===== src/rtl/c1_joy_cond.sv =====
// Player control conditioning for the C1 input ports: sync, debounce, SOCD, invert.
// Optional autofire on buttons A..D is built when C1_AUTOFIRE_EN is defined.
module c1_joy_cond #(
  parameter int unsigned DEBOUNCE_CYCLES = 4,
  parameter int unsigned AUTOFIRE_FRAMES = 2
) (
  input  logic       CLK,
  input  logic       RESET,
  input  logic       VBLANK,
  input  logic [9:0] JOY1_RAW,
  input  logic [9:0] JOY2_RAW,
  input  logic [3:0] AUTOFIRE1,
  input  logic [3:0] AUTOFIRE2,
  output logic [9:0] P1_IN,
  output logic [9:0] P2_IN
);

  localparam int unsigned NBITS = 20;
  localparam int unsigned CW    = 8;
  localparam logic [CW-1:0] DEB_LAST = CW'(DEBOUNCE_CYCLES - 1);

  logic [NBITS-1:0]         sync1_q, sync_q;
  logic [NBITS-1:0]         stab_q, stab_d;
  logic [NBITS-1:0][CW-1:0] cnt_q, cnt_d;
  logic [9:0]               p1_d, p2_d;
  logic [9:0]               socd1, socd2;

  // Clear an opposing direction pair when both are held; buttons pass through.
  function automatic logic [9:0] socd(input logic [9:0] s);
    logic [9:0] r;
    r = s;
    if (s[0] && s[1]) r[1:0] = 2'b00;
    if (s[2] && s[3]) r[3:2] = 2'b00;
    return r;
  endfunction

  // Per-bit debounce: stab follows sync only after DEBOUNCE_CYCLES disagreeing samples.
  always_comb begin
    stab_d = stab_q;
    cnt_d  = cnt_q;
    for (int i = 0; i < NBITS; i++) begin
      if (sync_q[i] == stab_q[i]) begin
        cnt_d[i] = '0;
      end else if (cnt_q[i] == DEB_LAST) begin
        stab_d[i] = sync_q[i];
        cnt_d[i]  = '0;
      end else begin
        cnt_d[i] = cnt_q[i] + CW'(1);
      end
    end
  end

  assign socd1 = socd(stab_q[9:0]);
  assign socd2 = socd(stab_q[19:10]);

`ifdef C1_AUTOFIRE_EN
  localparam logic [3:0] AF_LAST = 4'(AUTOFIRE_FRAMES - 1);

  logic       vb_prev_q;
  logic [3:0] af_cnt_q, af_cnt_d;
  logic       phase_q, phase_d;

  // Frame counter advances on VBLANK rising edges; phase toggles every AUTOFIRE_FRAMES.
  always_comb begin
    af_cnt_d = af_cnt_q;
    phase_d  = phase_q;
    if (VBLANK && !vb_prev_q) begin
      if (af_cnt_q == AF_LAST) begin
        af_cnt_d = '0;
        phase_d  = ~phase_q;
      end else begin
        af_cnt_d = af_cnt_q + 4'(1);
      end
    end
  end

  always_ff @(posedge CLK) begin
    if (RESET) begin
      vb_prev_q <= 1'b0;
      af_cnt_q  <= '0;
      phase_q   <= 1'b0;
    end else begin
      vb_prev_q <= VBLANK;
      af_cnt_q  <= af_cnt_d;
      phase_q   <= phase_d;
    end
  end

  // Autofire-enabled buttons only read pressed during the high phase.
  always_comb begin
    p1_d = socd1;
    p2_d = socd2;
    p1_d[7:4] = socd1[7:4] & (~AUTOFIRE1 | {4{phase_q}});
    p2_d[7:4] = socd2[7:4] & (~AUTOFIRE2 | {4{phase_q}});
  end
`else
  logic unused_ok;
  assign unused_ok = ^{VBLANK, AUTOFIRE1, AUTOFIRE2, 4'(AUTOFIRE_FRAMES)};

  always_comb begin
    p1_d = socd1;
    p2_d = socd2;
  end
`endif

  always_ff @(posedge CLK) begin
    if (RESET) begin
      sync1_q <= '0;
      sync_q  <= '0;
      stab_q  <= '0;
      cnt_q   <= '0;
      P1_IN   <= 10'h3FF;
      P2_IN   <= 10'h3FF;
    end else begin
      sync1_q <= {JOY2_RAW, JOY1_RAW};
      sync_q  <= sync1_q;
      stab_q  <= stab_d;
      cnt_q   <= cnt_d;
      P1_IN   <= ~p1_d;
      P2_IN   <= ~p2_d;
    end
  end

endmodule


===== config.mk =====
export PLATFORM = sky130hd
export DESIGN_NAME = c1_joy_cond
export DESIGN_NICKNAME = d
export VERILOG_FILES = /design/src/rtl/c1_joy_cond.sv
export SDC_FILE = /design/constraint.sdc
export NUM_CORES = 1
export LEC_CHECK = 0
export BUFFER_PORTS_ARGS = -buffer_cell sky130_fd_sc_hd__buf_2
export CELL_PAD_IN_SITES_DETAIL_PLACEMENT = 1
export CELL_PAD_IN_SITES_GLOBAL_PLACEMENT = 1
export CORE_MARGIN = 4
export CORE_UTILIZATION = 47
export CTS_CLUSTER_SIZE = 40
export DETAILED_ROUTE_END_ITERATION = 8
export HOLD_SLACK_MARGIN = 0.02
export PLACE_DENSITY_LB_ADDON = 0.3
export RECOVER_POWER = 100
export SYNTH_ARGS = -nofsm -noshare
export SYNTH_HDL_FRONTEND = slang
export SYNTH_SLANG_ARGS = --single-unit

===== constraint.sdc =====
create_clock -name CLK -period 2.1 [get_ports CLK]
set_clock_uncertainty 0.1 [all_clocks]
set_input_delay 0.21 -clock CLK [delete_from_list [all_inputs] [get_ports CLK]]
set_output_delay 0.21 -clock CLK [all_outputs]
set_load 0.01 [all_outputs]

Word level (Yosys, flattened, before mapping)
Cells that the tools add are included.
- register bits after elaboration: 240
- output and inout bits: 20
- word-level logic and storage cells: 174
- add/subtract/negate cells: 20
- eq/ne operators: 40
- mux-type cells: 4
- bitwise logic cells: 22
- reductions and logical operators: 44
- operator list (operator ; number):
    adder 8 x 1 -> 8 bit (second input constant) ; 20
    == test 8 x 2 -> 1 bit (second input constant) ; 20
    OR reduction 3 bit ; 20
    AND reduction 2 bit ; 20
    == test 1 bit ; 20
    inverter 1 bit ; 20
    inverter 10 bit ; 2
    two-way mux 2 bit ; 4
    logical AND 1 bit ; 4

Longest topological paths before layout
- word-level depth: 3
- depth in mapped cells: 6

Worst setup path after synthesis
No wires, ideal clock.
- path type: reg-to-reg
- from: reg cnt_q[144] (netlist bit)
- to: reg cnt_q[146] (netlist bit)
- data arrival time: 1.543 ns
- setup slack: 0.322 ns
- cell stages (with the launch flop): 5
- path buffers: 0
- clock period less this slack: 1.778 ns
- cell sequence: dfxtp_1 > ha_1 > or4b_1 > o211ai_1 > nor2_1
- cells in the longest elaborated chain, start to end: 2
- elaborated cells between the ends (all ways): 3
- those cells by class: 1 x add/sub; 1 x eq/ne; 1 x reduce/logical
- RTL lines (item ; line ; RTL):
    from (decl) ; 24 ; logic [NBITS-1:0][CW-1:0] cnt_q, cnt_d;
    from (signal assigned) ; 118 ; cnt_q <= cnt_d;
    parallel branches: the longest is 2 deep, another holds adder 8 x 1 -> 8 bit ; -- ;
Parallel ways; which one is timed is not known.
A chain may end at the register's enable or synchronous reset.

Worst setup path in the final report
- from: reg cnt_q[16] (netlist bit)
- to: reg cnt_q[21] (netlist bit)
The elaborated chain is that of the path after synthesis.

==> results.py <==
metrics = {
    "logic_synthesis": {
        "ys_async_sr_fraction_pct": 0,
        "yosys-top-cells-count": "dfxtp_1, nor2_1, or3_1, nand3_1",
        "yosys_warnings": 0,
        "synth_ff_type": "dfxtp_1",
        "synth_top_family_by_area": "simple AND/OR/NAND/NOR gates",
        "synth_top_area_share_pct": 52.1,
        "synth.most_common_cell": "dfxtp_1",
        "ys_top_cells_by_area": "dfxtp_1, or3_1, xor2_1",
        "synth_top_cell_by_area": "dfxtp_1",
        "synth_seq_area_share_pct": 52.1,
        "synth_xor_area_share_pct": 7.32,
        "yosys_register_bits": 240,
        "synth_edf_count": 0,
        "syn_inst": 1001,
        "synth_cell_type_count": 39,
        "synthAdderAreaFrac_pct": 2.72,
        "synthMuxAreaShare_pct": 0,
        "synth-compound-area-share_pct": 11.2,
        "synth_nets": 1052,
        "avgSynthCellArea_um2": 9.21,
        "netlist_area_um2": 9220,
        "yosys.area_share.simple_pct": 24.1,
    },
    "floorplan": {
        "die_x_um": 148,
        "fp.coreArea_um2": 19000,
        "die-area_um2": 21900,
        "die_h_um": 148,
        "rows": 50,
        "ios": 51,
        "start_util_pct": 48.5,
    },
    "critical_path": {
        "crit_path_end_kind": "flop",
        "cpPeakStageDelay_ns": 0.52,
        "cpLargestDelayFamily": "simple AND/OR/NAND/NOR gates",
        "critPathKind": "reg -> reg",
        "path_buf_inv": 1,
        "critPathSlowestCell": "or4b_1",
        "reg2reg_depth": 5,
        "crit_arrival_ns": 2.26,
        "cp_max_fo": 8,
        "crit_chain": "ha_1 -> or4b_1 -> o211ai_1 -> clkbuf_2 -> a21oi_1",
        "cp.depth": 5,
        "required_ns": 2.41,
        "crit_path_start_kind": "flop",
    },
    "drt": {
        "wirelength_um": 19100,
        "drc": 0,
        "dr.pass1.iters": 4,
        "ant_nets": 0,
        "vias": 7320,
        "wl_per_cell_um": 13.9,
        "via_per_inst": 5.32,
        "drtIter0Drc": 200,
    },
    "cts": {
        "cts-resized-gates": 0,
        "clock_sinks": 240,
        "cts_inserted_buffers": 27,
        "htree_levels": 1,
        "clock_path_buffers": 3,
        "clk_latency_ns": 0.53,
        "ctsRootBufferMaster": "clkbuf_16",
        "path_clk_slew_ns": 0.06,
        "tritoncts": "built",
    },
    "min_path": {
        "hp-class": "reg -> reg",
        "hold_depth": 1,
    },
    "global_route": {
        "overflow": 0,
        "grt_pass1_vias": 7529,
        "grt_pass1_wl_um": 34200,
        "grt_max_degree": 44,
        "antenna_found_initial": 0,
        "grtUsageTotal_pct": 17.9,
    },
    "placement": {
        "postPlaceCellArea_um2": 9840,
        "gp_congestion": 0.767,
        "io_buffers": 41,
        "dp.cells": 1306,
        "hpwlAfterDp_um": 12800,
    },
    "timing": {
        "holdWs_ns": 0.308,
        "fin_setup_tns_ns": 0,
        "worstMarginPinSlew_ns": 0.666,
        "rsz0062_at_grt": "no",
        "fin_crit_ns": 1.95,
        "final_hold_viol_count": 0,
        "setup_viol": 0,
        "max-slew-margin-rel_pct": 55.2,
        "fmax_mhz": 513,
        "min_period_over_period_pct": 92.8,
        "drv_slew": 0,
    },
    "finish": {
        "drive_above_1_share_pct": 7.98,
        "n_antenna_cell": 0,
        "fin_cells": 1375,
        "finalCoreUtilization_pct": 57.1,
        "fin_area_um2": 10900,
        "fin_nets": 1148,
        "synthToLayoutAreaGrowth_pct": 17.7,
    },
    "power_and_ir_drop": {
        "leakage_nw": 3.72,
        "ir_drop_uv": 550,
        "power_density_nw_per_um2": 856,
    },
    "run": {
        "drv_cap": 0,
    },
    "run_status": {
        "status": "completed",
    },
}
per-layer routing:
layer  up-vias  global-route usage [%]  part of all wire (%)
li1       3696                       -                     -
met1      3531                    21.9                    44
met2        61                    32.9                    51
met3        32                    2.91                   2.7
met4         0                    4.20                   2.0
met5         -                       0                     0
path summary, 6_finish.rpt:
path,start,endpoint,slack (ns)
max,cnt_q[16],cnt_q[21],0.15
min,stab_q[15],P2_IN[5],0.31
max reg2reg,cnt_q[16],cnt_q[21],0.15
min reg2reg,stab_q[15],P2_IN[5],0.31
registers in the layout, indices dropped and copies added (netlist names):
name     flops
cnt_q      160
stab_q      20
P1_IN       10
sync1_q     20
sync_q      20
P2_IN       10
cell families (layout without fill, tap and decap cells):
| logic type | after synthesis | after routing |
|---|---|---|
| XOR/XNOR | 77 | 77 |
| buffers and inverters | 60 | 174 |
| AO/OA/AOI/OAI | 183 | 183 |
| flip-flops | 240 | 240 |
| adder cells (fa/ha/maj) | 20 | 20 |
| AND/OR/NAND/NOR | 421 | 421 |
where the power goes:
part | leakage (nW) | switching, W | internal [W]
sequential | 1.94 | 0.0000277 | 0.00460
combinational | 1.36 | 0.000101 | 0.0000910
clock | 0.413 | 0.00183 | 0.00264
total | 3.72 | 0.00196 | 0.00734
layout by cell type, fill, tap and decap left out, types with 31 or more instances in the layout:
cell type,n
o21ai_0,72
inv_1,46
xor2_1,57
nand3_1,75
clkbuf_1,31
nand2_1,58
a21oi_1,72
dfxtp_1,240
nor2b_1,43
nor2_1,93
or3_1,80
layout make-up:
class                           instances  area, µm²
Clock buffer                           30        697
Clock inverter                         17        161
Sequential cell                       240       4800
Fill cell                            2237       8170
Tap cell                              260        325
Multi-Input combinational cell        701       4190
Inverter                               46        173
Timing Repair Buffer                   81        504
what timing repair did:
action	in CTS	in global routing
buffers inserted	0	0
hold buffers	22	0
endpoints found under the hold margin	24	0
stage by stage:
step                      power (W)  worst slack (ns)
after floorplan             0.00482             0.322
after global placement      0.00489             0.257
after detailed placement    0.00490             0.190
after CTS                   0.00946             0.189
after global routing        0.00970            0.0339
final                       0.00929             0.150
Power figures use the tool's default switching activity.
